[config.mk]
export PLATFORM = sky130hd
export DESIGN_NAME = vga_capture
export DESIGN_NICKNAME = d
export VERILOG_FILES = /design/src/rtl/vga_capture.sv
export SDC_FILE = /design/constraint.sdc
export NUM_CORES = 1
export LEC_CHECK = 0
export CELL_PAD_IN_SITES_DETAIL_PLACEMENT = 0
export CELL_PAD_IN_SITES_GLOBAL_PLACEMENT = 1
export CORE_MARGIN = 5
export CORE_UTILIZATION = 46
export DETAILED_ROUTE_END_ITERATION = 16
export PLACE_DENSITY_LB_ADDON = 0.1
export SYNTH_ARGS = -nofsm -noshare
export SYNTH_HDL_FRONTEND = slang
export SYNTH_SLANG_ARGS = --single-unit
[constraint.sdc]
create_clock -name pclk -period 5.6 [get_ports pclk]
set_clock_uncertainty 0.1 [all_clocks]
set_input_delay 1.4 -clock pclk [delete_from_list [all_inputs] [get_ports pclk]]
set_output_delay 1.4 -clock pclk [all_outputs]
set_load 0.05 [all_outputs]
[src/rtl/vga_capture.sv]
// Downscaling VGA frame grabber: writes every TIMES-th pixel of one frame into a frame buffer.
// Define CAPTURE_LOCK_CHK_EN to build the line/frame length checker that drives locked.
module vga_capture #(
    parameter int TIMES       = 4,
    parameter int HMAX        = 1040,
    parameter int VMAX        = 666,
    parameter int LEFT_BOUND  = 184,
    parameter int RIGHT_BOUND = 983,
    parameter int UP_BOUND    = 29,
    parameter int DOWN_BOUND  = 628
) (
    input  logic        pclk,
    input  logic        rst,
    input  logic        hs,
    input  logic        vs,
    input  logic [11:0] rgb,
    input  logic        capture_en,
    output logic        we,
    output logic [14:0] waddr,
    output logic [11:0] wdata,
    output logic        busy,
    output logic        frame_done,
    output logic        locked
);

    localparam int HW   = $clog2(HMAX);
    localparam int VW   = $clog2(VMAX);
    localparam int TW   = (TIMES > 1) ? $clog2(TIMES) : 1;
    localparam int COLS = (RIGHT_BOUND - LEFT_BOUND + 1) / TIMES;
    localparam int ROWS = (DOWN_BOUND - UP_BOUND + 1) / TIMES;
    localparam logic [14:0] LAST_ADDR = 15'(COLS * ROWS - 1);
    localparam logic [14:0] ROW_STEP  = 15'(COLS);

    typedef enum logic [1:0] {IDLE = 2'd0, WAIT_VS = 2'd1, CAPTURE = 2'd2} state_t;

    state_t          state_q, state_d;
    logic            hs_q, vs_q, hs_p_q, vs_line_q, vs_line_d;
    logic [11:0]     rgb_q;
    logic [HW-1:0]   hcnt_q, hcnt_d;
    logic [VW-1:0]   vcnt_q, vcnt_d;
    logic [TW-1:0]   hmod_q, hmod_d, vmod_q, vmod_d;
    logic [14:0]     hcol_q, hcol_d, row_q, row_d;
    logic            we_q, we_d, busy_q, busy_d, done_q, done_d, locked_q, locked_d;
    logic [14:0]     waddr_q, waddr_d;
    logic [11:0]     wdata_q, wdata_d;
    logic            line_start_s, frame_start_s, visible_s, sample_s;

    // The _d counters are the current-cycle position; the _q copies hold last cycle's value.
    always_comb begin
        line_start_s  = hs_q & ~hs_p_q;
        frame_start_s = line_start_s & vs_q & ~vs_line_q;
        vs_line_d     = line_start_s ? vs_q : vs_line_q;

        if (line_start_s) begin
            hcnt_d = HW'(0);
        end else if (hcnt_q != HW'(HMAX - 1)) begin
            hcnt_d = hcnt_q + HW'(1);
        end else begin
            hcnt_d = hcnt_q;
        end

        if (frame_start_s) begin
            vcnt_d = VW'(0);
        end else if (line_start_s && (vcnt_q != VW'(VMAX - 1))) begin
            vcnt_d = vcnt_q + VW'(1);
        end else begin
            vcnt_d = vcnt_q;
        end

        if (hcnt_d == HW'(LEFT_BOUND)) begin
            hmod_d = TW'(0);
            hcol_d = 15'd0;
        end else if (hmod_q == TW'(TIMES - 1)) begin
            hmod_d = TW'(0);
            hcol_d = hcol_q + 15'd1;
        end else begin
            hmod_d = hmod_q + TW'(1);
            hcol_d = hcol_q;
        end

        // Row base address advances by one buffer row every TIMES screen lines.
        if (!line_start_s) begin
            vmod_d = vmod_q;
            row_d  = row_q;
        end else if (vcnt_d == VW'(UP_BOUND)) begin
            vmod_d = TW'(0);
            row_d  = 15'd0;
        end else if (vmod_q == TW'(TIMES - 1)) begin
            vmod_d = TW'(0);
            row_d  = row_q + ROW_STEP;
        end else begin
            vmod_d = vmod_q + TW'(1);
            row_d  = row_q;
        end

        visible_s = (hcnt_d >= HW'(LEFT_BOUND)) && (hcnt_d <= HW'(RIGHT_BOUND)) &&
                    (vcnt_d >= VW'(UP_BOUND))   && (vcnt_d <= VW'(DOWN_BOUND));
        sample_s  = visible_s && (hmod_d == TW'(0)) && (vmod_d == TW'(0));
    end

`ifdef CAPTURE_LOCK_CHK_EN
    localparam int LW = $clog2(HMAX + 1);
    localparam int FW = $clog2(VMAX + 1);
    logic [LW-1:0] lcnt_q, lcnt_d;
    logic [FW-1:0] fcnt_q, fcnt_d;
    logic [1:0]    good_q, good_d;
    logic          hseen_q, hseen_d, vseen_q, vseen_d, dirty_q, dirty_d;
    logic          line_bad_s, frame_bad_s;

    // Measure every line and frame; two clean frames in a row declare the timing stable.
    always_comb begin
        if (line_start_s) begin
            lcnt_d = LW'(0);
        end else if (lcnt_q != LW'(HMAX)) begin
            lcnt_d = lcnt_q + LW'(1);
        end else begin
            lcnt_d = lcnt_q;
        end
        if (frame_start_s) begin
            fcnt_d = FW'(0);
        end else if (line_start_s && (fcnt_q != FW'(VMAX))) begin
            fcnt_d = fcnt_q + FW'(1);
        end else begin
            fcnt_d = fcnt_q;
        end
        line_bad_s  = line_start_s && hseen_q && (lcnt_q != LW'(HMAX - 1));
        frame_bad_s = frame_start_s && vseen_q && (fcnt_q != FW'(VMAX - 1));
        hseen_d     = hseen_q | line_start_s;
        vseen_d     = vseen_q | frame_start_s;
        dirty_d     = frame_start_s ? 1'b0 : (dirty_q | line_bad_s);
        if (line_bad_s || frame_bad_s || (frame_start_s && dirty_q)) begin
            good_d = 2'd0;
        end else if (frame_start_s && vseen_q && (good_q != 2'd2)) begin
            good_d = good_q + 2'd1;
        end else begin
            good_d = good_q;
        end
        locked_d = (good_d == 2'd2);
    end

    // Lock checker state.
    always_ff @(posedge pclk or posedge rst) begin
        if (rst) begin
            lcnt_q  <= LW'(0);
            fcnt_q  <= FW'(0);
            good_q  <= 2'd0;
            hseen_q <= 1'b0;
            vseen_q <= 1'b0;
            dirty_q <= 1'b0;
        end else begin
            lcnt_q  <= lcnt_d;
            fcnt_q  <= fcnt_d;
            good_q  <= good_d;
            hseen_q <= hseen_d;
            vseen_q <= vseen_d;
            dirty_q <= dirty_d;
        end
    end
`else
    assign locked_d = 1'b1;
`endif

    // Capture FSM and registered frame-buffer write port.
    always_comb begin
        state_d = state_q;
        done_d  = 1'b0;
        case (state_q)
            IDLE: begin
                if (capture_en && locked_q) state_d = WAIT_VS;
                else                        state_d = IDLE;
            end
            WAIT_VS: begin
                if (!locked_q)          state_d = IDLE;
                else if (frame_start_s) state_d = CAPTURE;
                else                    state_d = WAIT_VS;
            end
            CAPTURE: begin
                if (!locked_q || frame_start_s) begin
                    state_d = IDLE;
                end else if (we_q && (waddr_q == LAST_ADDR)) begin
                    state_d = IDLE;
                    done_d  = 1'b1;
                end else begin
                    state_d = CAPTURE;
                end
            end
            default: state_d = IDLE;
        endcase
        we_d    = sample_s && (state_q == CAPTURE);
        waddr_d = we_d ? (row_d + hcol_d) : waddr_q;
        wdata_d = we_d ? rgb_q : wdata_q;
        busy_d  = (state_d != IDLE);
    end

    // Input sync, counters, FSM and output registers.
    always_ff @(posedge pclk or posedge rst) begin
        if (rst) begin
            state_q   <= IDLE;
            hs_q      <= 1'b0;
            vs_q      <= 1'b0;
            rgb_q     <= 12'd0;
            hs_p_q    <= 1'b0;
            vs_line_q <= 1'b0;
            hcnt_q    <= HW'(0);
            vcnt_q    <= VW'(0);
            hmod_q    <= TW'(0);
            vmod_q    <= TW'(0);
            hcol_q    <= 15'd0;
            row_q     <= 15'd0;
            we_q      <= 1'b0;
            waddr_q   <= 15'd0;
            wdata_q   <= 12'd0;
            busy_q    <= 1'b0;
            done_q    <= 1'b0;
            locked_q  <= 1'b0;
        end else begin
            state_q   <= state_d;
            hs_q      <= hs;
            vs_q      <= vs;
            rgb_q     <= rgb;
            hs_p_q    <= hs_q;
            vs_line_q <= vs_line_d;
            hcnt_q    <= hcnt_d;
            vcnt_q    <= vcnt_d;
            hmod_q    <= hmod_d;
            vmod_q    <= vmod_d;
            hcol_q    <= hcol_d;
            row_q     <= row_d;
            we_q      <= we_d;
            waddr_q   <= waddr_d;
            wdata_q   <= wdata_d;
            busy_q    <= busy_d;
            done_q    <= done_d;
            locked_q  <= locked_d;
        end
    end

    assign we         = we_q;
    assign waddr      = waddr_q;
    assign wdata      = wdata_q;
    assign busy       = busy_q;
    assign frame_done = done_q;
    assign locked     = locked_q;

endmodule
==> flow_metrics.env, run 1 <==
export IMPL_num_antenna_cells=0
export IMPL_seqPwrFrac_pct=48.1
export IMPL_place_congestion=0.8801
export IMPL_post_cts_resized=0
export IMPL_clk_insertion_delay_late_ps=350
export IMPL_finalSetupViolations=0
export IMPL_grt_overflow_total=0
export IMPL_stdcell_count=706
export IMPL_outcome="completed"
export IMPL_p_per_area_nw_per_um2=290.0
export IMPL_endpoint_kind="flip-flop"
export IMPL_core_region_area_um2=11910
export IMPL_vias=3902
export IMPL_worst_pin_slew_ps=971.2
export IMPL_synth_cells=509
export IMPL_ys_types=70
export IMPL_post_synth_top_count_cell="dfrtp_1"
export IMPL_crit_type="flip-flop to flip-flop"
export IMPL_die_h_um=119.7
export IMPL_ys_warn_count=0
export IMPL_crit_fanout=17
export IMPL_die_area_um2=14330
export IMPL_antenna_found_initial=0
export IMPL_hp_class="flip-flop to flip-flop"
export IMPL_fin_util_pct=53.86
export IMPL_netlist_top_cell_by_area="dfrtp_1"
export IMPL_synth_commonest_cells="104 x dfrtp_1, 61 x nor2_1, 31 x xnor2_1"
export IMPL_grt_pass1_wl_mm=20.48
export IMPL_p_leak_nw=2.847
export IMPL_first_global_vias=4014
export IMPL_io_pins=48
export IMPL_root_buffer="clkbuf_16"
export IMPL_io_buffers=47
export IMPL_start_util_pct=46.48
export IMPL_clockPowerShare_pct=32.2
export IMPL_power_switching_mw=0.5818
export IMPL_drt_total_wl_mm=11.83
export IMPL_max_freq_mhz=198.0
export IMPL_wl_per_cell_um=16.76
export IMPL_p_int_mw=1.279
export IMPL_cts_sinks=104
export IMPL_viasPerCell=5.527
export IMPL_cts_tree="built"
export IMPL_drtIter0Drc=279
export IMPL_layout_min_cycle_time_ps=5050
export IMPL_required_ps=5740
export IMPL_synth_seq_cells=104
export IMPL_power_mw=1.860
export IMPL_tns_ps=0
export IMPL_rows=40
export IMPL_place_ws_ps=542.7
export IMPL_hpwl_mm=8.466
export IMPL_final_max_slew_violation_count=0
export IMPL_irDropWorstVdd_mv=0.2237
export IMPL_hold_buffers=0
export IMPL_drive_gt1_share_pct=12.34
export IMPL_start_kind="flip-flop"
export IMPL_cts_setup_buffers=0
export IMPL_cts_buffers=9
export IMPL_finalCritPeriodShare_pct=90.17
export IMPL_place_inst=690
export IMPL_ys_seq_area_share_pct=47.01
export IMPL_ant_nets=0
export IMPL_die_w_um=119.7
export IMPL_layout_nets=593
export IMPL_async_reset_ff_share_pct=100.0
export IMPL_synth_edf_count=0
export IMPL_maxCapViolCount=0
export IMPL_syn_to_final_growth_pct=15.86
export IMPL_p_sw_share_pct=31.27
export IMPL_crit_arrival_ps=5190
export IMPL_rsz0062_at_grt="false"
export IMPL_synth_main_ff_cell="dfrtp_1"
export IMPL_synth_top_cells_by_area="dfrtp_1 47%, mux2_4 5.2%, xnor2_1 4.9%"
export IMPL_fin_ws_ps=550.3
export IMPL_synth_top_area_share_pct=47.01
export IMPL_cts_reportedPaths_clkPinSlew_ps=70
export IMPL_synth_nets=548
export IMPL_htreeDepth=3
export IMPL_hold_violations=0
export IMPL_avgSynthCellArea_um2=10.88
export IMPL_grt_max_degree=80
export IMPL_clock_path_buffers=2
export IMPL_drtPass1Iterations=4
export IMPL_drc=0
export IMPL_comb_power_share_pct=19.7
export IMPL_grt_usage_pct=17.76
export IMPL_max_slew_margin_pct=35.26
export IMPL_syn_area_um2=5537
## registers in the layout, summed over array words and instances, names as in the netlist
name,count
hcol_q,15
row_q,15
waddr,15
rgb_q,12
wdata,12
hcnt_q,11
vcnt_q,10
hmod_q,2
state_q,2
vmod_q,2
busy,1
frame_done,1
hs_p_q,1
hs_q,1
locked,1
vs_line_q,1
vs_q,1
we,1
## metal layers
layer	share of wire [%]	wire length, um	up-vias	GRT usage, %
met5	0	0	-	0
met4	1.2	147	0	3.937
met3	3.8	448	13	4.524
met2	47	5579	79	28.64
met1	48	5659	1910	24.30
li1	-	-	1900	-
## critical path, cell delays in order (launching register included)
cell and delay (ps):
dfrtp_1 430, nand2b_1 500, a41oi_4 470, a22oi_2 120, or4_4 470, nor4_2 380, buf_4 270, a21oi_1 80
ha_1 390, nand2_1 80, o211a_1 220, o311ai_0 580, a21o_1 210, a21oi_1 80, o21ai_0 210, xnor2_1 90
mux2_2 260
## final timing paths
path                       depth (start not counted)  startpoint  slack, ps          to
max                                               16      hs_p_q        550   waddr[14]
min                                                1   hmod_q[0]        370   hmod_q[0]
max reg2reg                                       16      hs_p_q        550   waddr[14]
min reg2reg                                        1   hmod_q[0]        370   hmod_q[0]
max in group asynchronous                          3         rst       2940   hcol_q[4]
min in group asynchronous                          2         rst       1530  frame_done
## cells in the final DEF, fill, tap and decap left out, types with 12 or more instances in the layout
cell type,instances
clkdlybuf4s50_1,47
nor2_1,61
a21oi_1,13
nand2_1,28
dfrtp_1,104
mux2_4,19
nand3_1,19
inv_1,12
o21ai_0,12
nand4_1,13
xnor2_1,31
ha_1,21
xor2_1,25
## power groups by stage
stage	clock, mW	combinational, mW	sequential, mW
after global routing	0.657	0.413	0.910
after global placement	0	0.355	0.907
after detailed placement	0	0.363	0.908
final	0.600	0.366	0.895
after floorplan	0	0.295	0.882
after CTS	0.623	0.366	0.894
## logic make-up (layout without fill, tap and decap cells)
| kind of cell | count (synthesis) | in the layout | share of synthesized area [%] |
|---|---|---|---|
| flip-flops | 104 | 104 | 47.01 |
| XOR/XNOR | 56 | 56 | 8.859 |
| AND/OR/NAND/NOR | 189 | 189 | 18.73 |
| AO/OA/AOI/OAI | 73 | 73 | 9.537 |
| buffers and inverters | 32 | 82 | 2.983 |
| multiplexers | 32 | 32 | 7.706 |
| other | 1 | 1 | 0.06773 |
| adder cells (fa/ha/maj) | 22 | 22 | 5.107 |
## layout make-up
class                           instances  area [um^2]
Clock inverter                          6        51.30
Timing Repair Buffer                   53        515.5
Inverter                               13        51.30
Fill cell                            1078         5497
Multi-Input combinational cell        373         2781
Clock buffer                           10        229.0
Tap cell                              147        183.9
Sequential cell                       104         2603
## through the flow
stage | hold WS, ps | cell area, um^2
global placement | 350.6 | 6135
finish | 367.6 | 6415
global route | 395.3 | 6415
floorplan | 338.6 | 5537
detailed placement | 361.2 | 6135
CTS | 371.4 | 6415
(Power assumes the default switching activity.)
==> run 2: changes to the inputs <==
--- a/config.mk
+++ b/config.mk
@@ -8,8 +8,9 @@
 export CELL_PAD_IN_SITES_DETAIL_PLACEMENT = 0
 export CELL_PAD_IN_SITES_GLOBAL_PLACEMENT = 1
 export CORE_MARGIN = 5
-export CORE_UTILIZATION = 46
+export CORE_UTILIZATION = 31
 export DETAILED_ROUTE_END_ITERATION = 16
+export GPL_TIMING_DRIVEN = 0
 export PLACE_DENSITY_LB_ADDON = 0.1
 export SYNTH_ARGS = -nofsm -noshare
 export SYNTH_HDL_FRONTEND = slang
==> run 2 against run 1 <==
- first-iteration DRC count decreased by 35%
- global-route usage decreased by 4.7 points
- final cell count increased by 13%
- register-to-register slack got worse by 140 ps
- clock-buffer cell count decreased by 1
- largest power group unchanged
- design area increased by 3.7%
- sequential share of layout area decreased by 1.4 points
- critical path type unchanged
- die area increased by 44%
- setup slack got worse by 140 ps
- combinational power increased by 7.4%
- routed wire length increased by 6.5%
==> flow_metrics.env, run 2 (synthesis results as in run 1) <==
export IMPL_holdPathEnd="hmod_q[0]"
export IMPL_viasPerCell=4.881
export IMPL_rr_startpoint="vcnt_q[0]"
export IMPL_root_buffer="clkbuf_16"
export IMPL_ant_nets=0
export IMPL_multi_input_area_um2=2784
export IMPL_clk_insertion_delay_late_ps=350
export IMPL_syn_to_final_growth_pct=20.14
export IMPL_crit_family="compound AO/OA/AOI/OAI gates"
export IMPL_layout_nets=606
export IMPL_rsz0062_at_grt="false"
export IMPL_cp_slowest_cell="dfrtp_1"
export IMPL_layout_commonest_cell="dfrtp_1"
export IMPL_required_ps=5750
export IMPL_place_area_um2=6319
export IMPL_r2r_end="waddr[14]"
export IMPL_start_util_pct=31.79
export IMPL_place_congestion=0.8434
export IMPL_grt_usage_pct=13.10
export IMPL_grt_max_degree=61
export IMPL_io_buffers=47
export IMPL_crit_arrival_ps=5340
export IMPL_max_freq_mhz=192.7
export IMPL_hold_violations=0
export IMPL_first_global_vias=4031
export IMPL_hp_start="hmod_q[0]"
export IMPL_core_region_area_um2=17420
export IMPL_drt_total_wl_mm=12.61
export IMPL_drive_gt1_share_pct=13.64
export IMPL_fillers=1736
export IMPL_crit_type="flip-flop to flip-flop"
export IMPL_vias=3890
export IMPL_clock_path_buffers=2
export IMPL_irDropWorstVdd_mv=0.1707
export IMPL_p_leak_nw=2.930
export IMPL_layout_min_cycle_time_ps=5189
export IMPL_io_pins=48
export IMPL_r2r_cells=17
export IMPL_worst_pin_slew_ps=1065
export IMPL_max_slew_margin_pct=28.01
export IMPL_place_inst=782
export IMPL_die_area_um2=20630
export IMPL_tns_ps=0
export IMPL_drc=0
export IMPL_cts_tree="built"
export IMPL_start_kind="flip-flop"
export IMPL_endpoint_kind="flip-flop"
export IMPL_layout_common_cells="104 x dfrtp_1, 61 x nor2_1, 47 x clkdlybuf4s50_1"
export IMPL_critPathLaunch="vcnt_q[0]"
export IMPL_regArea_um2=2603
export IMPL_holdPathStages=1
export IMPL_crit_buf_inv=1
export IMPL_p_per_area_nw_per_um2=294.8
export IMPL_hpwl_mm=9.133
export IMPL_grt_overflow_total=0
export IMPL_die_w_um=143.6
export IMPL_final_max_slew_violation_count=0
export IMPL_worstPathCellList="ha_1, nor3b_1, a41oi_4, a22oi_2, or4_4, nor4_4, clkbuf_1, nor2_1, ha_1, or2_2, a21oi_1, o311ai_0, a21o_1, a21oi_1, o21ai_0, xnor2_1, mux2_2"
export IMPL_rows=48
export IMPL_finalCritPeriodShare_pct=92.66
export IMPL_critPathMaxStageDelay_ps=490
export IMPL_cts_buffers=9
export IMPL_num_antenna_cells=0
export IMPL_cts_sinks=104
export IMPL_die_h_um=143.6
export IMPL_drtPass1Iterations=5
export IMPL_wl_per_cell_um=15.82
export IMPL_maxCapViolCount=0
export IMPL_outcome="completed"
export IMPL_grt_pass1_wl_mm=21.24
export IMPL_hp_class="flip-flop to flip-flop"
export IMPL_timing_hold_ws_ps=363.0
export IMPL_finalSetupViolations=0
export IMPL_htreeDepth=3
export IMPL_stdcell_count=797
export IMPL_drtIter0Drc=180
export IMPL_cts_reportedPaths_clkPinSlew_ps=80
export IMPL_final_cell_area_um2=6651
export IMPL_antenna_found_initial=0
export IMPL_crit_fanout=10
export IMPL_ff2ff_setup_slack_ps=410
-- run 2: worst max path at each step --
| stage | end | slack [ps] | cells after the start |
|---|---|---|---|
| after floorplan | waddr[14] | 1020 | 17 |
| after global placement | waddr[0] | -390 | 2 |
| after detailed placement | waddr[14] | -230 | 18 |
| after CTS | waddr[14] | 150 | 18 |
| after global routing | waddr[14] | 50 | 18 |
| final | waddr[14] | 410 | 17 |
-- run 2: layout make-up --
cell class	count	share of cell area [%]
timing repair buffer	48	7.487
buffer	18	1.712
clock inverter	7	1.430
inverter	13	0.7713
sequential	104	39.13
clock buffer	9	3.386
multi-input combinational	373	41.85
tap	225	4.233
-- run 2: power by group --
group	switching [mW]	total, mW	internal, mW	leakage (nW)
combinational	0.225	0.393	0.168	1.40
clock	0.323	0.685	0.362	0.158
sequential	0.0726	0.883	0.810	1.38
total	0.620	1.96	1.34	2.93
-- run 2: per-stage QoR --
step                      util (%)  power, mW  worst slack (ps)
after floorplan                  -      1.177              1021
final                        38.19      1.961             411.0
after global routing         38.19      2.084             45.66
after global placement       36.11      1.278            -385.6
after CTS                    38.15      1.993             145.8
after detailed placement     36.28      1.286            -232.7
-- run 2: metal layers --
metal / vias up / track usage [%] / routed length [um]
met5: - / 0 / 0
met4: 0 / 3.072 / 119
met3: 6 / 4.126 / 570
met2: 61 / 21.27 / 5911
met1: 1885 / 17.16 / 6004
li1: 1938 / - / -
-- run 2: repair_timing --
item / 4_1_cts / 5_1_grt
endpoints found under the hold margin: 0 / 0
buffers inserted: 0 / 0
setup endpoints to repair: 2 / 1
hold buffers: 0 / 0
resized for setup: 1 / 3
